===== src/rtl/serial_compare_ctrl_pkg.sv =====
// Shared encodings for the serial magnitude comparator: FSM state values,
// result one-hot bit positions and the helper that builds the one-hot result.
package serial_cmp_pkg;

    localparam logic [1:0] S_IDLE = 2'd0;
    localparam logic [1:0] S_RUN  = 2'd1;
    localparam logic [1:0] S_DONE = 2'd2;

    localparam int RES_LT = 0;
    localparam int RES_EQ = 1;
    localparam int RES_GT = 2;

    typedef enum logic [1:0] {
        ST_IDLE = S_IDLE,
        ST_RUN  = S_RUN,
        ST_DONE = S_DONE
    } state_t;

    typedef logic [2:0] res_t;

    // diff = {a_wins, b_wins} from the first differing bit; 2'b00 means no difference seen
    function automatic res_t res_onehot(input logic [1:0] diff);
        res_t r;
        r = '0;
        if (diff[1])      r[RES_GT] = 1'b1;
        else if (diff[0]) r[RES_LT] = 1'b1;
        else              r[RES_EQ] = 1'b1;
        return r;
    endfunction

endpackage


===== src/rtl/serial_compare_ctrl_if.sv =====
// Start/result handshake bundle for serial_compare_ctrl. The requester drives
// operands and res_ready; the controller drives readiness, result and busy.
interface serial_compare_ctrl_if #(
    parameter int WIDTH = 8
);
    logic             start_valid;
    logic             start_ready;
    logic [WIDTH-1:0] a_in;
    logic [WIDTH-1:0] b_in;
    logic             res_valid;
    logic             res_ready;
    logic             gt;
    logic             eq;
    logic             lt;
    logic             busy;

    modport master (
        output start_valid, a_in, b_in, res_ready,
        input  start_ready, res_valid, gt, eq, lt, busy
    );

    modport slave (
        input  start_valid, a_in, b_in, res_ready,
        output start_ready, res_valid, gt, eq, lt, busy
    );
endinterface


===== src/rtl/serial_compare_ctrl_slice.sv =====
// Single-bit magnitude compare slice, time-shared across all operand bits.
module cmp_bit_slice (
    input  logic a,
    input  logic b,
    output logic g,
    output logic e,
    output logic l
);
    assign g = a & ~b;
    assign e = ~(a ^ b);
    assign l = ~a & b;
endmodule


===== src/rtl/serial_compare_ctrl.sv =====
// MSB-first serial unsigned comparator: one compare slice walks the operand
// bits one per cycle, and the gt/eq/lt result is held until it is consumed.
module serial_compare_ctrl
    import serial_cmp_pkg::*;
#(
    parameter int WIDTH      = 8,
    parameter int EARLY_EXIT = 1
) (
    input logic                  clk,
    input logic                  rst_n,
    serial_compare_ctrl_if.slave bus
);

    localparam int IDXW = $clog2(WIDTH);

    state_t           state_q, state_d;
    logic [WIDTH-1:0] a_q, a_d;
    logic [WIDTH-1:0] b_q, b_d;
    logic [IDXW-1:0]  idx_q, idx_d;
    logic [1:0]       diff_q, diff_d;
    logic             res_valid_q, res_valid_d;
    res_t             res_q, res_d;

    logic a_bit, b_bit;
    logic g_bit, e_bit, l_bit;
    logic first_hit;
    logic last_bit;

    assign a_bit = a_q[idx_q];
    assign b_bit = b_q[idx_q];

    cmp_bit_slice u_slice (
        .a (a_bit),
        .b (b_bit),
        .g (g_bit),
        .e (e_bit),
        .l (l_bit)
    );

    always_comb begin
        state_d     = state_q;
        a_d         = a_q;
        b_d         = b_q;
        idx_d       = idx_q;
        diff_d      = diff_q;
        res_valid_d = res_valid_q;
        res_d       = res_q;
        // Only the first mismatch decides the outcome; later bits are ignored.
        first_hit   = (state_q == ST_RUN) && (diff_q == 2'b00) && !e_bit;
        last_bit    = (idx_q == '0);

        case (state_q)
            ST_IDLE: begin
                if (bus.start_valid) begin
                    a_d     = bus.a_in;
                    b_d     = bus.b_in;
                    idx_d   = IDXW'(WIDTH - 1);
                    diff_d  = 2'b00;
                    state_d = ST_RUN;
                end
            end
            ST_RUN: begin
                if (first_hit) diff_d = {g_bit, l_bit};
                if (((EARLY_EXIT != 0) && first_hit) || last_bit) begin
                    state_d     = ST_DONE;
                    res_valid_d = 1'b1;
                    res_d       = res_onehot(diff_d);
                end else begin
                    idx_d = idx_q - 1'b1;
                end
            end
            ST_DONE: begin
                if (bus.res_ready) begin
                    res_valid_d = 1'b0;
                    res_d       = '0;
                    state_d     = ST_IDLE;
                end
            end
            default: state_d = ST_IDLE;
        endcase
    end

    always_ff @(posedge clk) begin
        if (!rst_n) begin
            state_q     <= ST_IDLE;
            a_q         <= '0;
            b_q         <= '0;
            idx_q       <= '0;
            diff_q      <= 2'b00;
            res_valid_q <= 1'b0;
            res_q       <= '0;
        end else begin
            state_q     <= state_d;
            a_q         <= a_d;
            b_q         <= b_d;
            idx_q       <= idx_d;
            diff_q      <= diff_d;
            res_valid_q <= res_valid_d;
            res_q       <= res_d;
        end
    end

    assign bus.start_ready = (state_q == ST_IDLE);
    assign bus.busy        = (state_q != ST_IDLE);
    assign bus.res_valid   = res_valid_q;
    assign bus.gt          = res_q[RES_GT];
    assign bus.eq          = res_q[RES_EQ];
    assign bus.lt          = res_q[RES_LT];

endmodule

===== src/flat_wrapper.sv =====
// flat-port wrapper written by rule: the top's interface ports become plain ports
module serial_compare_ctrl_flat import serial_cmp_pkg::*;
#(
    parameter int WIDTH      = 8,
    parameter int EARLY_EXIT = 1
)
  (clk, rst_n, bus_start_valid, bus_a_in, bus_b_in, bus_res_ready, bus_start_ready, bus_res_valid, bus_gt, bus_eq, bus_lt, bus_busy);
  serial_compare_ctrl_if #(.WIDTH(WIDTH)) bus_i ();
  input logic clk;
  input logic rst_n;
  input wire logic [$bits(bus_i.start_valid)-1:0] bus_start_valid;
  input wire logic [$bits(bus_i.a_in)-1:0] bus_a_in;
  input wire logic [$bits(bus_i.b_in)-1:0] bus_b_in;
  input wire logic [$bits(bus_i.res_ready)-1:0] bus_res_ready;
  output wire logic [$bits(bus_i.start_ready)-1:0] bus_start_ready;
  output wire logic [$bits(bus_i.res_valid)-1:0] bus_res_valid;
  output wire logic [$bits(bus_i.gt)-1:0] bus_gt;
  output wire logic [$bits(bus_i.eq)-1:0] bus_eq;
  output wire logic [$bits(bus_i.lt)-1:0] bus_lt;
  output wire logic [$bits(bus_i.busy)-1:0] bus_busy;
  assign bus_i.start_valid = bus_start_valid;
  assign bus_i.a_in = bus_a_in;
  assign bus_i.b_in = bus_b_in;
  assign bus_i.res_ready = bus_res_ready;
  assign bus_start_ready = bus_i.start_ready;
  assign bus_res_valid = bus_i.res_valid;
  assign bus_gt = bus_i.gt;
  assign bus_eq = bus_i.eq;
  assign bus_lt = bus_i.lt;
  assign bus_busy = bus_i.busy;
  serial_compare_ctrl #(.WIDTH(WIDTH), .EARLY_EXIT(EARLY_EXIT)) u_core (.clk(clk), .rst_n(rst_n), .bus(bus_i));
endmodule

===== config.mk =====
export PLATFORM = sky130hd
export DESIGN_NAME = serial_compare_ctrl_flat
export DESIGN_NICKNAME = d
export VERILOG_FILES = /design/src/rtl/serial_compare_ctrl_pkg.sv /design/src/rtl/serial_compare_ctrl_if.sv /design/src/rtl/serial_compare_ctrl_slice.sv /design/src/rtl/serial_compare_ctrl.sv /design/src/flat_wrapper.sv
export SDC_FILE = /design/constraint.sdc
export NUM_CORES = 1
export LEC_CHECK = 0
export BUFFER_PORTS_ARGS = -buffer_cell sky130_fd_sc_hd__clkbuf_2
export CAP_MARGIN = 20
export CORE_ASPECT_RATIO = 1.1
export CORE_UTILIZATION = 53
export CTS_CLUSTER_SIZE = 40
export DETAILED_ROUTE_END_ITERATION = 10
export PLACE_DENSITY = 0.79
export SETUP_SLACK_MARGIN = 0.3
export SKIP_CTS_REPAIR_TIMING = 1
export SLEW_MARGIN = 30
export SYNTH_ARGS = -nofsm -noshare
export SYNTH_HDL_FRONTEND = slang
export SYNTH_HIERARCHICAL = 1
export SYNTH_SLANG_ARGS = --single-unit

===== constraint.sdc =====
create_clock -name clk -period 3.5 [get_ports clk]
set_input_delay 0.525 -clock clk [delete_from_list [all_inputs] [get_ports clk]]
set_output_delay 0.525 -clock clk [all_outputs]
set_load 0.01 [all_outputs]

## Word level (Yosys, flattened, before mapping)

Cells that the tools add are included.

| storage, ports and cells | value |
|---|---|
| flip-flop bits (word level) | 27 |
| latch bits | 0 |
| memory bits (writable) | 0 |
| ROM bits | 0 |
| output and inout bits | 6 |
| logic and storage cells | 59 |
| memories kept | 0 |

| cells by class | value |
|---|---|
| $add $sub $neg | 1 |
| $mul | 0 |
| divide/modulo/power cells | 0 |
| order comparisons | 1 |
| equal/unequal tests | 6 |
| shifts and indexed selects | 0 |
| multiplexer cells | 25 |
| bitwise operators | 5 |
| reductions and logical operators | 14 |

Operators by type and width:

| operator | count |
|---|---|
| $mux 2 | 7 |
| $mux 3 | 4 |
| $pmux 3 s2 | 2 |
| $reduce_and 3->1 | 3 |
| $ne 2x2->1 const B | 4 |
| $mux 1 | 7 |
| $bmux 1 s3 | 2 |
| $pmux 2 s3 | 1 |
| $reduce_bool 2->1 | 3 |
| $logic_not 2->1 | 2 |
| $lt 3x4->1 const B | 1 |
| $pmux 2 s2 | 1 |
| $reduce_and 2->1 | 2 |
| $logic_not 3->1 | 1 |
| $sub 3x1->3 const B | 1 |
| $and 1x1->1 | 2 |
| $eq 2x1->1 const B | 1 |
| $eq 2x2->1 const B | 1 |
| $logic_and 1x1->1 | 2 |
| $not 1->1 | 2 |
| $pmux 1 s2 | 1 |
| $logic_or 1x1->1 | 1 |
| $xor 1x1->1 | 1 |

## Logic depth before layout (Yosys ltp)

| depth | value |
|---|---|
| word-level depth | 10 |
| mapped depth | 9 |

## Hierarchy

Netlist, hierarchy kept.

By module, submodules not included:

| module | instances | cells each | area each (um2) | sequential area each (um2) |
|---|---|---|---|---|
| serial_compare_ctrl | 1 | 145 | 1282.5 | 540.5 |
| cmp_bit_slice | 1 | 4 | 32.5 | 0.0 |

## Least setup slack after synthesis

No wires, ideal clock.

| path | value |
|---|---|
| kind | reg2reg |
| start | register u_core.idx_q[0] |
| end | register u_core.res_q[2] |
| library setup time | 0.122 ns |
| data arrival time | 2.573 ns |
| required time | 3.378 ns |
| path slack | 0.805 ns |
| stages on the path, launching flop included | 9 |
| path buffers | 1 |
| cell sequence | dfxtp_1 > clkbuf_1 > mux4_2 > mux2_2 > ha_1 > or4_4 > a21oi_4 > o221ai_2 > o311a_1 |

| between the ends | value |
|---|---|
| cells in the longest elaborated chain, start to end | 9 |
| elaborated cells on any way between the ends | 17 |
| those cells by class | eq/ne (1); mux (9); bitwise (3); reduce/logical (4) |

Ends and longest elaborated chain:

| what | line | RTL |
|---|---|---|
| start, declared | serial_compare_ctrl.sv:19 | `logic [IDXW-1:0] idx_q, idx_d;` |
| start signal, assigned | serial_compare_ctrl.sv:96 | `idx_q <= idx_d;` |
| $bmux 1 s3 (*) | serial_compare_ctrl.sv:30 | `assign b_bit = b_q[idx_q];` |
| $mux 1 (implied by the code) (*) | serial_compare_ctrl.sv:30 |  |
| via u_core.b_bit | serial_compare_ctrl.sv:24 | `logic a_bit, b_bit;` |
| $xor 1x1->1 / $not 1->1 (equally long branches) | serial_compare_ctrl_slice.sv:10, serial_compare_ctrl_slice.sv:9 |  |
| $logic_and 1x1->1 / $and 1x1->1 (equally long branches) | serial_compare_ctrl.sv:49, serial_compare_ctrl_slice.sv:9 |  |
| $mux 2 | serial_compare_ctrl.sv:63 | `if (first_hit) diff_d = {g_bit, l_bit};` |
| $mux 2 | serial_compare_ctrl.sv:52 | `case (state_q)` |
| $mux 1 | serial_compare_ctrl_pkg.sv:25 | `if (diff[1]) r[RES_GT] = 1'b1;` |
| $mux 3 | serial_compare_ctrl.sv:64 | `if (((EARLY_EXIT != 0) && first_hit) \|\| last_bit) begin` |
| $pmux 3 s2 | serial_compare_ctrl.sv:52 |  |
| end signal, assigned | serial_compare_ctrl.sv:99 | `res_q <= res_d;` |
| end, declared | serial_compare_ctrl.sv:22 | `res_t res_q, res_d;` |

The timed path passes the listed nets; every way through them passes the cells marked *. The select of a mux whose other input is x is not followed.
A chain may end at the register's enable or synchronous reset.

## Worst setup path in the final report

Ends and elaborated chain as after synthesis.

==> flow_metrics.tcl <==
set metrics [dict create \
    p_per_area_nw_per_um2 496.4 \
    crit_start "u_core/idx_q[0]" \
    clock_latency_ns 0.31 \
    vdd_drop_max_mv 0.2787 \
    netlist-cell-type-count 31 \
    grt_max_degree 24 \
    grt_pass1_vias 970 \
    drtIter0Drc 17 \
    worstSetupPathType "reg -> reg" \
    root_buffer "clkbuf_4" \
    rows 18 \
    crit_path_end_kind "register" \
    outcome "complete, no violations" \
    final_nets 195 \
    antenna_left 0 \
    fin_crit_sh_pct 78.66 \
    clk_pin_slew_ns 0.13 \
    track_usage_pct 20.60 \
    hold_viol_final 0 \
    cellLeakagePower_nw 0.5981 \
    syn_avg_cell_area_um2 8.826 \
    arrival_ns 2.96 \
    final_core_util_pct 63.62 \
    grt_overflow 0 \
    setup_viol 0 \
    cts.path.max_buffers 2 \
    firstDrtPassIters 6 \
    cts_sinks 27 \
    drive_gt1_share_pct 24.12 \
    cts_tree "yes" \
    dpl.hpwl_mm 1.789 \
    maxCapViolCount 0 \
    critPathMaxStageDelay_ns 0.54 \
    die_h_um 54.24 \
    skew_ns 0.005158 \
    crit-reg2reg-launch "u_core/idx_q[0]" \
    yosys_register_bits 27 \
    avgRoutedWirePerCell_um 11.91 \
    ios 26 \
    worst_slew_pin_slew_ns 0.6887 \
    rsz0062_at_grt "false" \
    total_power_uw 725.5 \
    design.core.area_um2 2297 \
    min_period_ns 2.753 \
    hold_class "in -> reg" \
    critPathRequiredTime_ns 3.71 \
    fillers 214 \
    startpoint_type "register" \
    crit_chain "mux4_2 > mux2_2 > ha_1 > or4_4 > a21oi_4 > o221ai_2 > o311a_1" \
    vias_per_cell 5.490 \
    slew_violations 0 \
    cp_max_fo 7 \
    place_congestion 0.8480 \
    syn_area_um2 1315 \
    initial_utilization_pct 57.24 \
    grt_pass1_wl_mm 4.160 \
    crit_path_top_delay_cell "mux4_2" \
    syn_nets 173 \
    worst_slack_ns 0.7468 \
    post-route-drc-count 0 \
    fmax_mhz 363.2 \
    worst_hold_startpoint "bus_b_in[1]" \
    antenna_found_initial 0 \
    vias 1098 \
    yosysSeqAreaShare_pct 41.10 \
    dieWidth_um 49.50 \
    portBuffers 25 \
    die-area_um2 2685 \
    fin_tns_setup_ns 0 \
    syn_to_final_growth_pct 11.13 \
    n_antenna_cell 0 \
    yosysWarnings 6 \
    routed_wl_mm 2.382 \
    htree_levels 1 \
    syn-instance-count 149 \
    place_worst_setup_slack_ns 0.7643 \
    cts_buffers 3 \
    relSlewSlack_pct 54.03 \
]
## cell usage in the layout, fill, tap and decap left out, drive strengths merged, types with 2 or more instances in the layout
| cell type | count |
|---|---|
| nand2 | 36 |
| clkbuf | 29 |
| dfxtp | 27 |
| a21oi | 21 |
| inv | 10 |
| nor3 | 7 |
| nor2 | 4 |
| mux4 | 4 |
| o21ai | 4 |
| ha | 4 |
| mux2 | 3 |
| a211oi | 3 |
| nor4b | 2 |
| nor2b | 2 |
| o2111ai | 2 |
| o31ai | 2 |
## sequential cells by signal, indices dropped and copies added (netlist names)
signal and count:
u_core/res_q 3, u_core/state_q 2, u_core/b_q 8, u_core/idx_q 3, u_core/a_q 8, u_core/diff_q 2, u_core/bus.res_valid 1
## logic make-up (layout without fill, tap and decap cells)
family	count (synthesis)	count (layout)	share of synthesized area (%)
simple gates	55	55	20.46
mux	7	7	9.420
flops	27	27	41.10
compound gates	38	38	18.65
buf+inv	18	39	6.565
fa+ha+maj	4	4	3.806
## cells in the mapped netlist, drive strengths merged
master	number	area share, %
o311a	1	0.76
ha	4	3.8
dfxtp	27	41
or4	1	0.86
a31oi	1	0.48
nor4	1	1.6
a21o	1	0.57
buf	2	1.2
a22oi	1	0.57
o21a	1	0.57
inv	10	2.9
nor2b	2	0.95
a211oi	3	1.7
nand2	36	10
o221ai	1	1.1
and2	1	0.57
clkbuf	6	2.5
nor2	4	1.1
mux2	3	2.6
o21ai	4	1.5
o31ai	2	1.1
or3b	1	0.67
a21oi	21	8.8
o2111ai	2	1.3
mux4	4	6.9
nor4b	2	1.3
nor3	7	3.0
## worst paths after layout
| check | endpoint | cells past startpoint | slack (ns) |
|---|---|---|---|
| worst min register to register | u_core/a_q[7] | 2 | 0.46 |
| worst max-delay path | u_core/res_q[2] | 7 | 0.75 |
| worst min-delay path | u_core/b_q[1] | 3 | 0.41 |
| worst max register to register | u_core/res_q[2] | 7 | 0.75 |
## cell type report
cell class                      count  area, µm²  area share [%]
Multi-Input combinational cell    104      694.4           47.52
Sequential cell                    27      540.5           36.99
Timing Repair Buffer               25      125.1           8.562
Inverter                           10      37.54           2.568
Tap cell                           30      37.54           2.568
Clock buffer                        4      26.28           1.798
## routing by layer
| layer | up-vias | wire length, µm | global-route usage, % |
|---|---|---|---|
| li1 | 559 | - | - |
| met1 | 513 | 1077 | 25.39 |
| met2 | 22 | 1191 | 36.53 |
| met3 | 4 | 83 | 3.333 |
| met4 | 0 | 30 | 8.571 |
| met5 | - | 0 | 0 |
## critical path, delay by kind of cell, from the launching register on
family	cells	cell delay [ns]
muxes	2	0.83
DFF	1	0.53
AOI/OAI and AO/OA	3	0.52
and+or+nand+nor	1	0.45
adders and majority gates	1	0.32
## where the power goes
part	total [mW]	switching [mW]	internal, mW
logic	0.218	0.117	0.101
registers	0.380	0.0388	0.342
clock network	0.127	0.0828	0.0444
total	0.725	0.238	0.487
## metrics by stage
stage	instances	hold WS [ns]	instance area, µm²
2_1_floorplan	149	0.4331	1315
3_3_place_gp	196	0.4435	1429
3_5_place_dp	196	0.4486	1435
4_1_cts	200	0.4020	1461
5_1_grt	200	0.3804	1461
6_report	200	0.4126	1461
(Power assumes the default switching activity.)
